$ cat src/rtl/btb_update_ctrl.sv
// btb_update_ctrl: write-side controller for a 2-way x 8-set BTB.
// Resolved-branch updates are queued in a small FIFO, then each one goes
// through LOOKUP (read the set, pick a way) and WRITE (one-cycle array write
// plus LRU touch).
// Optional feature macro: BTB_UPD_STATS_EN adds the upd_hit_cnt and
// upd_evict_cnt statistics outputs.
//
// Handshake: an update transfers on a rising clk edge where upd_valid and
// upd_ready are both 1; upd_ready depends only on FIFO fullness and flush,
// never on upd_valid, and the offered fields must stay stable while
// upd_valid is held without upd_ready.
module btb_update_ctrl #(
  parameter int TAG_W      = 27,
  parameter int FIFO_DEPTH = 2
) (
  input  logic             clk,
  input  logic             rst,
  input  logic             flush,
  input  logic             upd_valid,
  output logic             upd_ready,
  input  logic [31:0]      upd_pc,
  input  logic [31:0]      upd_target,
  output logic [2:0]       rd_index,
  input  logic [1:0]       rd_valid,
  input  logic [TAG_W-1:0] rd_tag0,
  input  logic [TAG_W-1:0] rd_tag1,
  input  logic [7:0]       lru_in,
  output logic             wr_en,
  output logic             wr_way,
  output logic [2:0]       wr_index,
  output logic [TAG_W-1:0] wr_tag,
  output logic [31:0]      wr_target,
  output logic             lru_wr_en,
  output logic [2:0]       lru_wr_index,
`ifdef BTB_UPD_STATS_EN
  output logic [15:0]      upd_hit_cnt,
  output logic [15:0]      upd_evict_cnt,
`endif
  output logic             busy
);

  localparam int PTR_W = (FIFO_DEPTH > 1) ? $clog2(FIFO_DEPTH) : 1;
  localparam int CNT_W = $clog2(FIFO_DEPTH) + 1;

  typedef enum logic [1:0] {S_IDLE, S_LOOKUP, S_WRITE} state_t;

  // state is the FSM state; probe it by hierarchical name when debugging.
  state_t state, state_next;

  logic [2:0]       fifo_index  [FIFO_DEPTH];
  logic [TAG_W-1:0] fifo_tag    [FIFO_DEPTH];
  logic [31:0]      fifo_target [FIFO_DEPTH];
  logic [PTR_W-1:0] wr_ptr, rd_ptr;
  logic [CNT_W-1:0] count, count_next;

  logic             full, push, pop;
  logic [2:0]       head_index;
  logic [TAG_W-1:0] head_tag;
  logic [31:0]      head_target;
  logic             hit0, hit1, sel_way, sel_hit, sel_evict;
  logic             reg_hit, reg_evict;
  logic             unused_pc;

  // Bits 1:0 of the PC never reach the BTB (and upper bits when TAG_W < 27).
  assign unused_pc = ^upd_pc;

  assign full      = (count == CNT_W'(FIFO_DEPTH));
  assign upd_ready = !full && !flush;
  assign push      = upd_valid && upd_ready;
  assign pop       = (state == S_WRITE) && !flush;

  assign head_index  = fifo_index[rd_ptr];
  assign head_tag    = fifo_tag[rd_ptr];
  assign head_target = fifo_target[rd_ptr];
  assign rd_index    = head_index;

  assign wr_en        = (state == S_WRITE) && !flush;
  assign lru_wr_en    = wr_en;
  assign lru_wr_index = wr_index;
  assign busy         = (count != '0) || (state != S_IDLE);

  // FIFO occupancy after this cycle's push/pop/flush.
  always_comb begin
    count_next = count;
    if (flush) begin
      count_next = '0;
    end else if (push && !pop) begin
      count_next = count + CNT_W'(1);
    end else if (!push && pop) begin
      count_next = count - CNT_W'(1);
    end
  end

  // FIFO storage and pointers; flush only rewinds pointers.
  always_ff @(posedge clk or posedge rst) begin
    if (rst) begin
      wr_ptr <= '0;
      rd_ptr <= '0;
      count  <= '0;
      for (int i = 0; i < FIFO_DEPTH; i++) begin
        fifo_index[i]  <= '0;
        fifo_tag[i]    <= '0;
        fifo_target[i] <= '0;
      end
    end else begin
      count <= count_next;
      if (flush) begin
        wr_ptr <= '0;
        rd_ptr <= '0;
      end else begin
        if (push) begin
          fifo_index[wr_ptr]  <= upd_pc[4:2];
          fifo_tag[wr_ptr]    <= upd_pc[5+TAG_W-1:5];
          fifo_target[wr_ptr] <= upd_target;
          wr_ptr              <= wr_ptr + PTR_W'(1);
        end
        if (pop) begin
          rd_ptr <= rd_ptr + PTR_W'(1);
        end
      end
    end
  end

  // Way choice for the head entry: hit, then first invalid way, then LRU victim.
  always_comb begin
    hit0      = rd_valid[0] && (rd_tag0 == head_tag);
    hit1      = rd_valid[1] && (rd_tag1 == head_tag);
    sel_way   = 1'b0;
    sel_hit   = 1'b0;
    sel_evict = 1'b0;
    if (hit0) begin
      sel_hit = 1'b1;
    end else if (hit1) begin
      sel_way = 1'b1;
      sel_hit = 1'b1;
    end else if (!rd_valid[0]) begin
      sel_way = 1'b0;
    end else if (!rd_valid[1]) begin
      sel_way = 1'b1;
    end else begin
      sel_way   = lru_in[head_index];
      sel_evict = 1'b1;
    end
  end

  // FSM state register.
  always_ff @(posedge clk or posedge rst) begin
    if (rst) begin
      state <= S_IDLE;
    end else begin
      state <= state_next;
    end
  end

  // FSM next state; an update pushed while idle is looked up the next cycle.
  always_comb begin
    state_next = state;
    case (state)
      S_IDLE:   if (count_next != '0) state_next = S_LOOKUP;
      S_LOOKUP: state_next = S_WRITE;
      S_WRITE:  state_next = (count_next != '0) ? S_LOOKUP : S_IDLE;
      default:  state_next = S_IDLE;
    endcase
    if (flush) begin
      state_next = S_IDLE;
    end
  end

  // Capture the write command at the end of LOOKUP; held until the next LOOKUP.
  always_ff @(posedge clk or posedge rst) begin
    if (rst) begin
      wr_way    <= 1'b0;
      wr_index  <= '0;
      wr_tag    <= '0;
      wr_target <= '0;
      reg_hit   <= 1'b0;
      reg_evict <= 1'b0;
    end else if ((state == S_LOOKUP) && !flush) begin
      wr_way    <= sel_way;
      wr_index  <= head_index;
      wr_tag    <= head_tag;
      wr_target <= head_target;
      reg_hit   <= sel_hit;
      reg_evict <= sel_evict;
    end
  end

`ifdef BTB_UPD_STATS_EN
  // Saturating hit/eviction counters, advanced only by completed writes.
  always_ff @(posedge clk or posedge rst) begin
    if (rst) begin
      upd_hit_cnt   <= '0;
      upd_evict_cnt <= '0;
    end else if (wr_en) begin
      if (reg_hit && (upd_hit_cnt != 16'hFFFF)) begin
        upd_hit_cnt <= upd_hit_cnt + 16'd1;
      end
      if (reg_evict && (upd_evict_cnt != 16'hFFFF)) begin
        upd_evict_cnt <= upd_evict_cnt + 16'd1;
      end
    end
  end
`else
  logic unused_stats;
  assign unused_stats = reg_hit ^ reg_evict;
`endif

endmodule
$ cat config.mk
export PLATFORM = sky130hd
export DESIGN_NAME = btb_update_ctrl
export DESIGN_NICKNAME = d
export VERILOG_FILES = /design/src/rtl/btb_update_ctrl.sv
export SDC_FILE = /design/constraint.sdc
export NUM_CORES = 1
export LEC_CHECK = 0
export ABC_AREA = 1
export CAP_MARGIN = 20
export CELL_PAD_IN_SITES_DETAIL_PLACEMENT = 0
export CELL_PAD_IN_SITES_GLOBAL_PLACEMENT = 2
export CORE_ASPECT_RATIO = 2
export CORE_UTILIZATION = 29
export CTS_CLUSTER_DIAMETER = 120
export DETAILED_ROUTE_END_ITERATION = 12
export PLACE_DENSITY = 0.84
export SLEW_MARGIN = 25
export SYNTH_ARGS = -nofsm -noshare
export SYNTH_HDL_FRONTEND = slang
export SYNTH_SLANG_ARGS = --single-unit
export TNS_END_PERCENT = 10
$ cat constraint.sdc
create_clock -name clk -period 7.55 [get_ports clk]
set_clock_uncertainty 0.15 [all_clocks]
set_input_delay 0.755 -clock clk [delete_from_list [all_inputs] [get_ports clk]]
set_output_delay 0.755 -clock clk [all_outputs]
set_load 0.02 [all_outputs]
After elaboration in Yosys (flattened, before gate mapping) --
Cells that the tools add are included.
Word-level totals: register bits 193, input port bits 132, output and inout port bits 73, logic and storage cells 87
Operators by class: $add $sub $neg 4, order comparisons 4, eq/ne operators 6, muxes and demuxes 35, bitwise logic cells 3, reduce and logical (&&, ||, !) cells 21
Operator list (count):
- two-way mux 32 bit | 4
- two-way mux 27 bit | 4
- bitwise mux 64 bit | 1
- bitwise mux 54 bit | 1
- equality test 27 bit | 2
- demux 32 bit (select 1 bit) | 1
- demux 27 bit (select 1 bit) | 1
- two-way mux 3 bit | 4
- two-way mux 1 bit | 10
- two-way mux 2 bit | 5
- nonzero test 2 bit | 5
- logical AND 1 bit | 9
- bitwise mux 6 bit | 1
- one-hot mux 2 bit (3 select lines) | 1
- equality test 2 bit (second input constant) | 2
- >= comparator 2 bit (second input constant) | 2
- zero test 1 bit | 4
- less-than comparator 3 x 4 -> 1 bit (second input constant) | 1
- inverter 1 -> 2 bit | 2
- binary-select mux 1 bit (select 3 bit) | 1
- demux 3 bit (select 1 bit) | 1
- != test 3 bit (second input constant) | 1
- adder 1 bit (second input constant) | 2
- adder 2 x 1 -> 2 bit (second input constant) | 1
- other kinds (7) | 7

Logic depth before layout (Yosys ltp) --
Gate-level depths: netlist of the first run.
depth after elaboration 13, gate-level depth with buffers 15, depth with buffers taken out 12

Least setup slack after synthesis of the first run --
Ideal clock, no wire load.
path kind input port to output port, from input flush, to output wr_en, arrival 1.369 ns, required time 6.645 ns, slack 5.276 ns, cell stages on the path 2, path buffers 1, path through nor2_1 buf_4
Between the ends: cells in the longest elaborated chain, start to end 2
Ends and longest elaborated chain:
- start: declaration | line 18 | input logic flush,
- zero test 1 bit | line 77 | assign wr_en = (state == S_WRITE) && !flush;
- logical AND 1 bit | line 77
- end: declaration | line 28 | output logic wr_en,
Every way passes these cells.

Final worst setup path of the first run --
from register rd_ptr, to output rd_index[0]
Between the ends: cells in the longest elaborated chain, start to end 4
Ends and longest elaborated chain:
- start: declaration | line 53 | logic [PTR_W-1:0] wr_ptr, rd_ptr;
- start signal: assignment | line 118 | rd_ptr <= rd_ptr + PTR_W'(1);
- inverter 1 -> 2 bit (not written as such) | line 72 | assign head_index = fifo_index[rd_ptr];
- two-way mux 3 bit (not written as such) (3 in a row) | line 72
- end: declaration | line 23 | output logic [2:0] rd_index,
Every way passes these cells. The select of a mux whose other input is x is not followed.

==> results by stage, run 1 <==
Logic synthesis:
- The most used flip-flop cell after synthesis is sky130_fd_sc_hd__dfrtp_1.
- The most numerous cell in the Yosys netlist is sky130_fd_sc_hd__nand2_1.
- The number of synthesized register bits is around 190.
- Yosys mapped the design onto 25 distinct sky130hd cell types.
- For this run, the number of Yosys warnings is 0.
- The total standard cell area after synthesis is between 9000 and 10,000 µm².
- A synthesized cell averages 7.71 µm².
- Of the post-synthesis cell area, the dominant cell type holds 51.6%.
- In this run, synthesis inferred 0 flip-flops with an integrated enable.
- By count the netlist is led by sky130_fd_sc_hd__nand2_1, sky130_fd_sc_hd__dfrtp_1, sky130_fd_sc_hd__o21ai_0, sky130_fd_sc_hd__inv_1, sky130_fd_sc_hd__nand3_1.
- Sequential elements use around 52% of the synthesized area.
- The cell type contributing the most total cell area after synthesis is sky130_fd_sc_hd__dfrtp_1.
- By area the synthesized netlist is led by sky130_fd_sc_hd__dfrtp_1, sky130_fd_sc_hd__nand2_1, sky130_fd_sc_hd__o21ai_0, sky130_fd_sc_hd__nand3_1, sky130_fd_sc_hd__inv_1.
- The fraction of synthesis flops using an asynchronous set or reset pin is between 90% and 100%.
- The gate count after technology mapping is 1,213.
- The total nets after synthesis is 1,347.

Die:
- The placeable core region is 31,700 µm².
- For this design the top-level I/O count stands at 205.
- In this run the horizontal extent of the chip is 129 µm.
- The floorplan step set the die height to roughly 260 µm.
- The initial cell density of the core is around 30%.
- The floorplan has 92 rows.
- The full die area is ~33,000 µm².

Critical path:
- The worst path buffer plus inverter count is 2.
- The cell with the biggest individual delay on the critical path is sky130_fd_sc_hd__dfrtp_4.
- Among cell families on the critical path, the largest total delay comes from buffers and inverters.
- The type of the setup path with the least slack is reg -> out.
- On the worst path, the slowest cell contributes a delay of 680 ps.
- At the worst endpoint, the required time is around 6600 ps.
- Data arrives at the worst endpoint at just under 3000 ps.
- The worst-path maximum fanout is 66.
- The kind of end point of the critical path is a primary output.
- The type of element launching the critical path is a register.
- Walking the worst path, the cells encountered are inv_4 -> nand2_1 -> nand2_2 -> clkdlybuf4s50_1.

Layout:
- The number of nets in the final layout is between 1,500 and 2,000.
- In the final layout, the share of cells above drive strength 1 is under 10%.
- The area added between synthesis and finish is 31.0%.
- The cell area after layout is roughly 12,000 µm².
- Fill cells in the final layout number between 3,000 and 4,000.

Timing:
- The post-layout minimum cycle time is 3870 ps.
- The final setup violation count is 0.
- The max-slew violation total from the final report is 0.
- The worst path meets setup with between 3000 and 4000 ps of slack.
- The summed negative setup slack over all endpoints is 0 ps.
- Setup repair after global routing left no endpoint under its margin.
- The worst path uses between 50 and 60% of the clock period.
- The timing-limited maximum frequency is around 260 MHz.
- At the pin with the least slew margin, the transition time is ~940 ps.
- The number of hold violations in the final report is 0.
- Headroom to the max-slew limit came out at between 30% and 40%.

Placement:
- The placer congestion estimate is around 0.81.
- The post-detailed-placement cell area is approximately 12,000 µm².
- The quantity of I/O buffers inserted on ports is slightly above 200.
- The sum of net half-perimeters after detailed placement is approximately 21,000 µm.
- At the placement stage, the worst setup path has a slack of 3770 ps.

Drt:
- Dividing the detail-routed via count by the number of cells gives around 4.5.
- The detailed-route wire length per cell is 16.5 µm.
- After detailed routing, the total wire length is between 30,000 and 40,000 µm.
- The total number of vias is just over 8,000.
- The count of unresolved DRC violations after routing is 0.
- The pre-antenna-repair detailed-routing pass consisted of 4 iterations.
- The DRC violation total after the first TritonRoute iteration is between 300 and 400.
- Once detail routing completed, the nets flagged for antenna violations numbered 0.

Clocking:
- The clock sink count is 193.
- The cell sitting at the root of the clock tree is a sky130_fd_sc_hd__clkbuf_16.
- The number of buffers added by the clock tree synthesis step is 17.
- After clock tree synthesis, the setup repair step added 0 buffers.
- The clock latency on the worst-skew pair is approximately 450 ps.
- The H-tree depth is 4.
- The number of buffers inserted for hold repair after clock tree synthesis is 0.
- The clock passes through at most 2 buffers.
- The clock transition at the register clock pins on the worst setup and hold paths after CTS is approximately 70 ps.
- TritonCTS built the clock tree.
- Once the clock tree was built, the resizer swapped 0 gates to a different size.

Global route:
- The maximum number of pins on one net before global-route repair is 122.
- The wire length of the first global-routing pass is about 46,000 µm.
- Global routing used a little under a fifth of the available tracks.
- The number of antenna violations at the first check in global routing came to 2.
- The via count of the first global-routing pass is around 8,400.
- The total overflow left after global routing is 0.

Power and ir drop:
- The power density normalized to cell area is 329 nW/µm².
- For this design the static power due to leakage is a little under 6 nW.
- IR analysis of the VDD net gives a maximum drop of about 170 µV.
- Summing internal, switching and leakage power gives between 0.004 and 0.005 W.

Min path:
- The path type of the worst min-delay path is reg -> reg.

Outcome:
- The run finished with clean final reports.

Flow run:
- The count of max-cap constraint violations is 0.
## worst register-to-register path: cells and delay by family (launching register included)
family	cells	cell delay [ps]
and+or+nand+nor	3	1140
buffers and inverters	2	780
DFF	1	390
AOI/OAI and AO/OA	1	220
adders and majority gates	1	210
## layer usage
| metal | vias up | routed length [µm] | global-route usage [%] |
|---|---|---|---|
| met5 | - | 0 | 0 |
| met4 | 0 | 1060 | 9.38 |
| met3 | 34 | 1390 | 4.20 |
| met2 | 193 | 16300 | 35.6 |
| met1 | 3864 | 11400 | 19.8 |
| li1 | 4162 | - | - |
## report_power, final
group          internal [W]  total (W)  leakage [nW]  switching [W]
Sequential          0.00142    0.00161          2.40       0.000198
Combinational      0.000636    0.00151          3.11       0.000877
Clock              0.000440   0.000905         0.279       0.000465
Total               0.00249    0.00403          5.79        0.00154
## registers in the layout (all words and copies together) (netlist names), 2 cells and up
| register | flops |
|---|---|
| wr_tag | 27 |
| fifo_index | 6 |
| count | 2 |
| wr_target | 32 |
| state | 2 |
| fifo_tag | 54 |
| fifo_target | 64 |
| lru_wr_index | 3 |
## area by class of cell
type                       count  area [µm²]  area share (%)
sequential                   193        4830            39.4
multi-input combinational    851        3810            31.1
timing repair buffer         210        2090            17.0
tap                          423         529            4.32
clock buffer                  17         425            3.47
inverter                     109         420            3.43
clock inverter                15         145            1.18
antenna                        2        5.00          0.0408
## layout by cell type, fill, tap and decap left out
master                              n
sky130_fd_sc_hd__dfrtp_4            1
sky130_fd_sc_hd__inv_6              3
sky130_fd_sc_hd__ha_1               2
sky130_fd_sc_hd__clkinv_8           2
sky130_fd_sc_hd__nor2_1            34
sky130_fd_sc_hd__nand2_1          506
sky130_fd_sc_hd__clkinvlp_4         2
sky130_fd_sc_hd__clkdlybuf4s50_1  202
sky130_fd_sc_hd__clkinv_1           1
sky130_fd_sc_hd__dfrtp_1          192
sky130_fd_sc_hd__nand2_2            5
sky130_fd_sc_hd__o21ai_0          140
sky130_fd_sc_hd__buf_6              1
sky130_fd_sc_hd__a21o_1             1
sky130_fd_sc_hd__a21boi_0           1
sky130_fd_sc_hd__buf_4              7
sky130_fd_sc_hd__o21ai_1           13
sky130_fd_sc_hd__nand3_1           92
sky130_fd_sc_hd__mux2_2            13
sky130_fd_sc_hd__a31oi_1            1
sky130_fd_sc_hd__clkbuf_16         17
sky130_fd_sc_hd__inv_8              6
sky130_fd_sc_hd__diode_2            2
sky130_fd_sc_hd__nor2_4             2
sky130_fd_sc_hd__inv_1            105
sky130_fd_sc_hd__nor2_2             1
sky130_fd_sc_hd__inv_4              1
sky130_fd_sc_hd__a21oi_1            2
sky130_fd_sc_hd__nand3b_1          37
sky130_fd_sc_hd__nor3_4             1
sky130_fd_sc_hd__clkinv_2           4
## per-stage QoR
step	util (%)	std cells	hold WS (ps)
floorplan	-	1213	272
global placement	36.9	1786	297
detailed placement	36.9	1786	302
CTS	38.7	1818	312
global route	38.7	1820	334
finish	38.7	1820	311
## kinds of logic after synthesis
kind of cell | count (synthesis) | share of synthesized area, %
flip-flops | 193 | 51.6
AND/OR/NAND/NOR | 678 | 30.2
buffers and inverters | 169 | 7.84
adder cells (fa/ha/maj) | 2 | 0.267
multiplexers | 13 | 1.56
AO/OA/AOI/OAI | 158 | 8.52
## final timing paths
kind	start	end	depth (start not counted)	slack [ps]
worst min-delay path	state[0]$_DFFE_PP0P_	state[0]$_DFFE_PP0P_	1	310
worst max-delay path	rd_ptr$_DFFE_PP0P_	rd_index[0]	4	3680
max in group asynchronous	rst	fifo_tag[49]$_DFFE_PP0P_	3	5240
min in group asynchronous	rst	wr_target[13]$_DFFE_PP0P_	2	720
worst min register to register	state[0]$_DFFE_PP0P_	state[0]$_DFFE_PP0P_	1	310
worst max register to register	count[0]$_DFF_PP0_	fifo_tag[46]$_DFFE_PP0P_	7	4520
No activity file was read; power rests on OpenSTA's default activity.
==> run 2: changes to the inputs <==
--- a/config.mk
+++ b/config.mk
@@ -10,10 +10,10 @@
 export CELL_PAD_IN_SITES_DETAIL_PLACEMENT = 0
 export CELL_PAD_IN_SITES_GLOBAL_PLACEMENT = 2
 export CORE_ASPECT_RATIO = 2
-export CORE_UTILIZATION = 29
+export CORE_UTILIZATION = 26
 export CTS_CLUSTER_DIAMETER = 120
 export DETAILED_ROUTE_END_ITERATION = 12
-export PLACE_DENSITY = 0.84
+export PLACE_DENSITY = 0.8
 export SLEW_MARGIN = 25
 export SYNTH_ARGS = -nofsm -noshare
 export SYNTH_HDL_FRONTEND = slang
==> constraint.sdc (replaced) <==
create_clock -name clk -period 3.2 [get_ports clk]
set_clock_uncertainty 0.15 [all_clocks]
set_input_delay 0.32 -clock clk [delete_from_list [all_inputs] [get_ports clk]]
set_output_delay 0.32 -clock clk [all_outputs]
set_load 0.02 [all_outputs]
==> run 2 against run 1 <==
  * Sequential cell count unchanged
  * Wire length up 5.0%
  * Clock power up 140%
  * Combinational power up 140%
  * Register-to-register slack worse by 3800 ps
  * Critical endpoint unchanged
  * Via count up 1.1%
  * Count of clock-buffer cells in the layout up 3
  * Utilization down 3.5 points
  * Largest power group unchanged
==> results by stage, run 2 (synthesis gave the netlist of run 1 again) <==
Die:
- The core region is between 30,000 and 40,000 µm².
- The height of the chip is 270 µm.
- The top-level I/O count is slightly above 200.
- The initial cell density of the core is 26.3%.
- The floorplan die width is 136 µm.
- The number of rows created at floorplan is a little under 100.
- The floorplan step defined a die boundary enclosing 36,800 µm².

Power and ir drop:
- Dividing total power by cell area gives a power density of approximately 770 nW/µm².
- The static leakage is about 5.9 nW.
- VDD sags by at most a little over 400 µV.

Clocking:
- After clock tree synthesis, the setup repair step added 0 buffers.
- The CTS tree is built.
- The number of buffers added by the clock tree synthesis step is 17.
- The clock transition at the register clock pins on the worst setup and hold paths after CTS is 80 ps.
- No sink is reached through more buffers than the 2 on the longest clock path.
- The tree is rooted in a sky130_fd_sc_hd__clkbuf_16.
- The H-tree depth is 4.
- The number of cells upsized or downsized after cts is 0.
- For the worst-skew pair, the clock arrives at the later sink with an insertion delay of about 460 ps.
- The number of buffers inserted for hold repair after clock tree synthesis is 0.
- The clock sink count is ~190.

Placement:
- OpenSTA, run right after detailed placement, puts the worst setup slack at 701 ps.
- The number of placed instances, taps included is about 1,800.
- The placer congestion estimate is approximately 0.82.
- The sum of net half-perimeters after detailed placement is about 23,000 µm.
- The quantity of I/O buffers inserted on ports is between 200 and 250.

Layout:
- After the flow finishes, the layout carries non-filler instances totaling about 1,900.
- The number of nets in the final layout is around 1,500.
- Relative to the synthesized area, the layout overhead comes to 33.8%.
- The multi-input combinational cell area is roughly 3800 µm².
- Leaving out fill and tap cells, the most frequent cells in the layout are sky130_fd_sc_hd__nand2_1, sky130_fd_sc_hd__clkdlybuf4s50_1, sky130_fd_sc_hd__dfrtp_1, sky130_fd_sc_hd__o21ai_0, sky130_fd_sc_hd__inv_1.
- The fill cell total of the finished layout is approximately 3,800.
- Summing all flip-flop and latch instances after layout gives 4830 µm².
- The largest registers in the layout are fifo_target (64), fifo_tag (54), wr_target (32).
- The register with the most flip-flops in the layout has 64 of them.
- The share of post-route cells with drive strength above 1 is under 10%.
- Once layout is complete, the utilization of the core stands at between 30% and 40%.
- Leaving out fill and tap cells, the most frequent cell in the layout is sky130_fd_sc_hd__nand2_1.
- The register with the most flip-flops in the final layout is fifo_target.

Timing:
- The period utilization is just over 90%.
- The timing-limited maximum frequency is about 340 MHz.
- After layout, the minimum clock period comes to just under 3000 ps.
- The summed negative setup slack over all endpoints is 0 ps.
- The actual slew at the worst max-slew pin is 877 ps.
- The worst pin sits at a relative slew slack of roughly two fifths.
- The number of hold violations in the final report is 0.
- Setup violations remaining at the end of the flow were counted as 0.
- Setup repair after global routing left no endpoint under its margin.
- Across all setup checks in the final design, the least slack found is roughly 280 ps.
- The max-slew violation total from the final report is 0.

Drt:
- Wires add up to between 30,000 and 40,000 µm.
- Using the TritonRoute via totals, the vias-per-cell ratio works out to 4.48.
- The detailed-route wire length per cell is approximately 17 µm.
- The count of unresolved DRC violations after routing is 0.
- The total iterations of the first detailed-routing run is 5.
- The residual antenna-violating net count after detailed routing is 0.
- Summing over every cut layer, the via total after detailed routing is around 8,300.
- For this block, the initial DRC count from the detailed router was roughly 410.

Critical path:
- At the worst endpoint, the required time is between 2000 and 3000 ps.
- The worst-case reg-to-reg path depth is 13.
- The endpoint of the most critical register-to-register path is wr_way$_DFFE_PP0P_.
- The signal on the critical path passes through inv_4 -> nand2_1 -> nand2_2 -> clkdlybuf4s50_1.
- The critical path in this run is classified as reg -> out.
- The cell with the biggest individual delay on the critical path is sky130_fd_sc_hd__clkdlybuf4s50_1.
- The startpoint identified for the worst register-to-register timing path is rd_ptr$_DFFE_PP0P_.
- The critical path data arrival time is roughly 2500 ps.
- For this run, the slowest stage of the critical path takes just under 700 ps.
- The worst-path maximum fanout is 25.
- The type of element launching the critical path is a register.
- The setup check on the worst reg-to-reg path leaves a slack of 740 ps.
- The kind of end point of the critical path is a primary output.

Global route:
- The global-route total usage across every layer is a little under a fifth.
- The number of antenna violations at the first check in global routing is 2.
- The wire length of the first global-routing pass is approximately 49,000 µm.
- The via count of the first global-routing pass is around 8,500.
- Entering global routing, the biggest net connects between 80 and 90 pins.
- The overall overflow remaining after global route is 0.

Flow run:
- The count of max-cap constraint violations is 0.

Outcome:
- The flow ran to the end, and the final reports show no timing, DRC or antenna violations.

Min path:
- The min-delay analysis places its worst path in the category in -> async.
==> run 2: changes by cell type in the layout (fill, tap and decap cells not counted), sizes merged <==
cell    previous run  this run
buf                8        22
clkinv             7         3
clkbuf            17        20
bufinv             0         1
diode              2         1
==> run 2: report_power, final <==
| group | leakage [nW] | total (W) | internal [W] | switching [W] |
|---|---|---|---|---|
| registers | 2.40 | 0.00381 | 0.00334 | 0.000471 |
| clock network | 0.286 | 0.00221 | 0.00113 | 0.00107 |
| logic | 3.21 | 0.00363 | 0.00154 | 0.00209 |
| total | 5.90 | 0.00965 | 0.00602 | 0.00363 |
==> run 2: layout make-up <==
class | count | area share (%)
Antenna cell | 1 | 0.0200
Clock buffer | 20 | 3.57
Clock inverter | 12 | 1.10
Inverter | 109 | 3.33
Multi-Input combinational cell | 851 | 30.4
Sequential cell | 193 | 38.6
Tap cell | 450 | 4.50
Timing Repair Buffer | 224 | 18.5
==> run 2: worst max-delay path: cells and delay by family, from the launching register on <==
family	cells	cell delay [ps]
flops	1	620
buf+inv	2	950
simple gates	2	400
==> run 2: routing by layer <==
layer  global-route usage [%]  wire [µm]  share of wire, %
met2                     34.2      17700                56
met1                     18.5      11500                36
met3                     3.72       1410               4.5
met4                     7.98       1000               3.2
met5                        0         13             0.041
==> run 2: worst max-delay path by stage <==
stage                       start                  to  slack (ps)
2_1_floorplan                 rst  count[0]$_DFF_PP0_         240
5_1_grt        rd_ptr$_DFFE_PP0P_         rd_index[0]         140
3_3_place_gp   rd_ptr$_DFFE_PP0P_         rd_index[0]         710
3_5_place_dp   rd_ptr$_DFFE_PP0P_  wr_way$_DFFE_PP0P_         700
6_report       rd_ptr$_DFFE_PP0P_         rd_index[0]         280
4_1_cts        rd_ptr$_DFFE_PP0P_         rd_index[0]         180
==> run 2: through the flow <==
step           hold WS (ps)  area [µm²]  power, W
2_1_floorplan           272        9360   0.00586
3_3_place_gp            293       11900   0.00752
3_5_place_dp            298       11900   0.00757
4_1_cts                 244       12500   0.00985
5_1_grt                 268       12500    0.0103
6_report                236       12500   0.00965
==> run 3: changes to the inputs <==
--- a/config.mk
+++ b/config.mk
@@ -13,7 +13,7 @@
 export CORE_UTILIZATION = 26
 export CTS_CLUSTER_DIAMETER = 120
 export DETAILED_ROUTE_END_ITERATION = 12
-export PLACE_DENSITY = 0.8
+export PLACE_DENSITY_LB_ADDON = 0.1
 export SLEW_MARGIN = 25
 export SYNTH_ARGS = -nofsm -noshare
 export SYNTH_HDL_FRONTEND = slang
==> run 3 against run 2 <==
  * Utilization unchanged
  * Via count down 1.5%
  * Sequential share of layout area unchanged
  * Final area unchanged
  * Critical path type unchanged
  * Critical endpoint unchanged
==> results by stage, run 3 (synthesis gave the netlist of run 1 again) <==
Outcome:
- The flow ran to the end, and the final reports show no timing, DRC or antenna violations.

Layout:
- The antenna diode count is 0.
- The register with the most flip-flops in the layout has 64 of them.
- Leaving out fill and tap cells, the most frequent cell in the layout is sky130_fd_sc_hd__nand2_1.
- In the layout the commonest cells are sky130_fd_sc_hd__nand2_1, sky130_fd_sc_hd__clkdlybuf4s50_1, sky130_fd_sc_hd__dfrtp_1, sky130_fd_sc_hd__o21ai_0, sky130_fd_sc_hd__inv_1.
- The layout has between 3,000 and 4,000 filler cells.
- The area added between synthesis and finish is 33.8%.
- The net count of the finished layout is 1,527.
- The register with the highest flop count is fifo_target.
- The number of standard cells in the layout, taps in and fillers out is roughly 1,900.
- The share of post-route cells with drive strength above 1 is between 5 and 6%.
- In the final layout, the registers with the most flip-flops are fifo_target (64), fifo_tag (54), wr_target (32).

Timing:
- The final setup violation count is 0.
- The timing-limited maximum frequency is ~360 MHz.
- In the final timing run, aggregate negative setup slack is 0 ps.
- For the pin with the worst max-slew slack, the measured transition is approximately 540 ps.
- The max-slew violation total from the final report came to 0.
- The number of hold violations in the final report was 0.
- The worst path meets setup with slightly below 400 ps of slack.
- The worst hold-check slack is roughly 100 ps.
- The post-layout minimum cycle time is between 2000 and 3000 ps.
- The worst slew margin relative to its limit is a little under two thirds.
- In the finished design, the share of the clock period the worst path needs comes to approximately 90%.
- Setup repair after global routing left no endpoint under its margin.

Drt:
- The total detailed-routing wirelength is roughly 33,000 µm.
- The DRC violation total after the first TritonRoute iteration is around 340.
- The total number of vias is about 8,200.
- After detailed routing, the number of vias per cell comes to 4.42.
- The residual antenna-violating net count after detailed routing is 0.
- The total iterations of the first detailed-routing run is 5.
- The detailed-route wire length per cell is between 15 and 20 µm.
- The count of unresolved DRC violations after routing is 0.

Clocking:
- The clock sink count is ~190.
- The clock latency on the worst-skew pair is 450 ps.
- TritonCTS built the clock tree.
- The root buffer cell chosen for the clock tree is sky130_fd_sc_hd__clkbuf_16.
- The longest clock path from root to sink contains 2 buffers.
- The number of buffers inserted for hold repair after clock tree synthesis is 0.
- The H-tree depth is 4.
- After clock tree synthesis, the clock-pin slew on the worst setup and hold paths is around 80 ps.
- The number of buffers added by the clock tree synthesis step is 17.
- The number of cells upsized or downsized after cts is 0.
- The post-CTS setup repair buffer count is 0.

Die:
- From left edge to right edge, the die measures around 140 µm.
- For this design the top-level I/O count stands at ~200.
- From bottom edge to top edge, the die measures between 200 and 300 µm.
- Row generation in the floorplan step produced 98 rows.
- The initial cell density of the core is between 20% and 30%.
- In this run the standard cell core region covers around 36,000 µm².
- The floorplan step defined a die boundary enclosing approximately 37,000 µm².

Power and ir drop:
- Across the VDD grid, the largest voltage drop is slightly below 400 µV.
- In this run the power density over the cells is approximately 770 nW/µm².
- In this run the static leakage power is a little under 6 nW.

Placement:
- During placement, the flow inserted port buffers numbering a little over 200.
- Counting tap cells, the placed design contains a total of approximately 1,800 instances.
- The sum of net half-perimeters after detailed placement is approximately 23,000 µm.
- The post-place setup slack is 657 ps.
- At the end of routability-driven placement, the weighted congestion stood at 0.805.

Global route:
- The fraction of met2 tracks used by global routing is between 30% and 40%.
- The number of antenna violations at the first check in global routing is 0.
- The first global-routing pass estimated 50,200 µm of wire.
- The layer carrying the most global-route usage is met2.
- Entering global routing, the biggest net connects approximately 90 pins.
- The met1 global-route usage is between 10% and 20%.
- The via count of the first global-routing pass is 8,522.
- The overall overflow remaining after global route is 0.
- The global-route total usage across every layer is approximately a fifth.
- The met3 track demand over resource is between 3 and 4%.

Critical path:
- The setup path with the least slack is of type reg -> out.
- The worst-path maximum fanout is slightly above 70.
- The kind of end point of the critical path is a primary output.
- The critical path data arrival time is about 2300 ps.
- The critical path data required time is roughly 2700 ps.
- The worst setup path is launched from a register.

Min path:
- The path type of the worst min-delay path is in -> async.

Flow run:
- Across the run, the number of max-cap violations was 0.
run 3: cell count changes in the layout (fill, tap and decap cells not counted):
cell,change
sky130_fd_sc_hd__buf_4,-3
sky130_fd_sc_hd__bufinv_16,-1
sky130_fd_sc_hd__clkbuf_1,-1
sky130_fd_sc_hd__clkbuf_8,-1
sky130_fd_sc_hd__clkinv_4,-1
sky130_fd_sc_hd__clkinv_8,+5
sky130_fd_sc_hd__clkinvlp_4,-1
sky130_fd_sc_hd__diode_2,-1
sky130_fd_sc_hd__inv_12,+2
sky130_fd_sc_hd__inv_6,+1
sky130_fd_sc_hd__inv_8,-3
run 3: path summary, 6_finish.rpt:
kind	to	start	depth (start not counted)	slack, ps
worst max-delay path	rd_index[0]	rd_ptr$_DFFE_PP0P_	4	400
worst max register to register	wr_way$_DFFE_PP0P_	rd_ptr$_DFFE_PP0P_	13	730
max in group asynchronous	wr_tag[3]$_DFFE_PP0P_	rst	4	2000
worst min register to register	fifo_target[61]$_DFFE_PP0P_	fifo_target[61]$_DFFE_PP0P_	2	320
min in group clk	fifo_target[45]$_DFFE_PP0P_	upd_target[13]	3	270
worst min-delay path	fifo_tag[47]$_DFFE_PP0P_	rst	2	100
run 3: worst max-delay path, stage by stage, from the launching register on:
cell and delay (ps):
sky130_fd_sc_hd__dfrtp_4 440, sky130_fd_sc_hd__buf_12 320, sky130_fd_sc_hd__nand2_1 210, sky130_fd_sc_hd__nand2_2 190
sky130_fd_sc_hd__clkdlybuf4s50_1 700
run 3: stage by stage:
step           total power [W]  util, %  instance area [µm²]
6_report               0.00967     35.2                12500
3_5_place_dp           0.00758     33.5                11900
3_3_place_gp           0.00755     33.5                11900
5_1_grt                 0.0104     35.2                12500
4_1_cts                0.00990     35.2                12500
2_1_floorplan          0.00586        -                 9360
run 3: power by group:
part / switching [W] / internal (W)
registers: 0.000463 / 0.00334
clock network: 0.00116 / 0.00107
logic: 0.00210 / 0.00154
total: 0.00372 / 0.00595
run 3: layer usage:
layer / routed length (µm) / share of wire, % / up-vias
met5: 0 / 0 / -
met2: 18400 / 56 / 148
met4: 875 / 2.7 / 0
met1: 12300 / 38 / 3857
met3: 1170 / 3.6 / 27
li1: - / - / 4180
run 3: area by class of cell:
class | count | area [µm²] | share of cell area (%)
inverter | 109 | 417 | 3.33
sequential | 193 | 4830 | 38.6
timing repair buffer | 221 | 2290 | 18.3
clock buffer | 18 | 429 | 3.43
multi-input combinational | 851 | 3810 | 30.4
clock inverter | 14 | 180 | 1.44
tap | 450 | 563 | 4.50
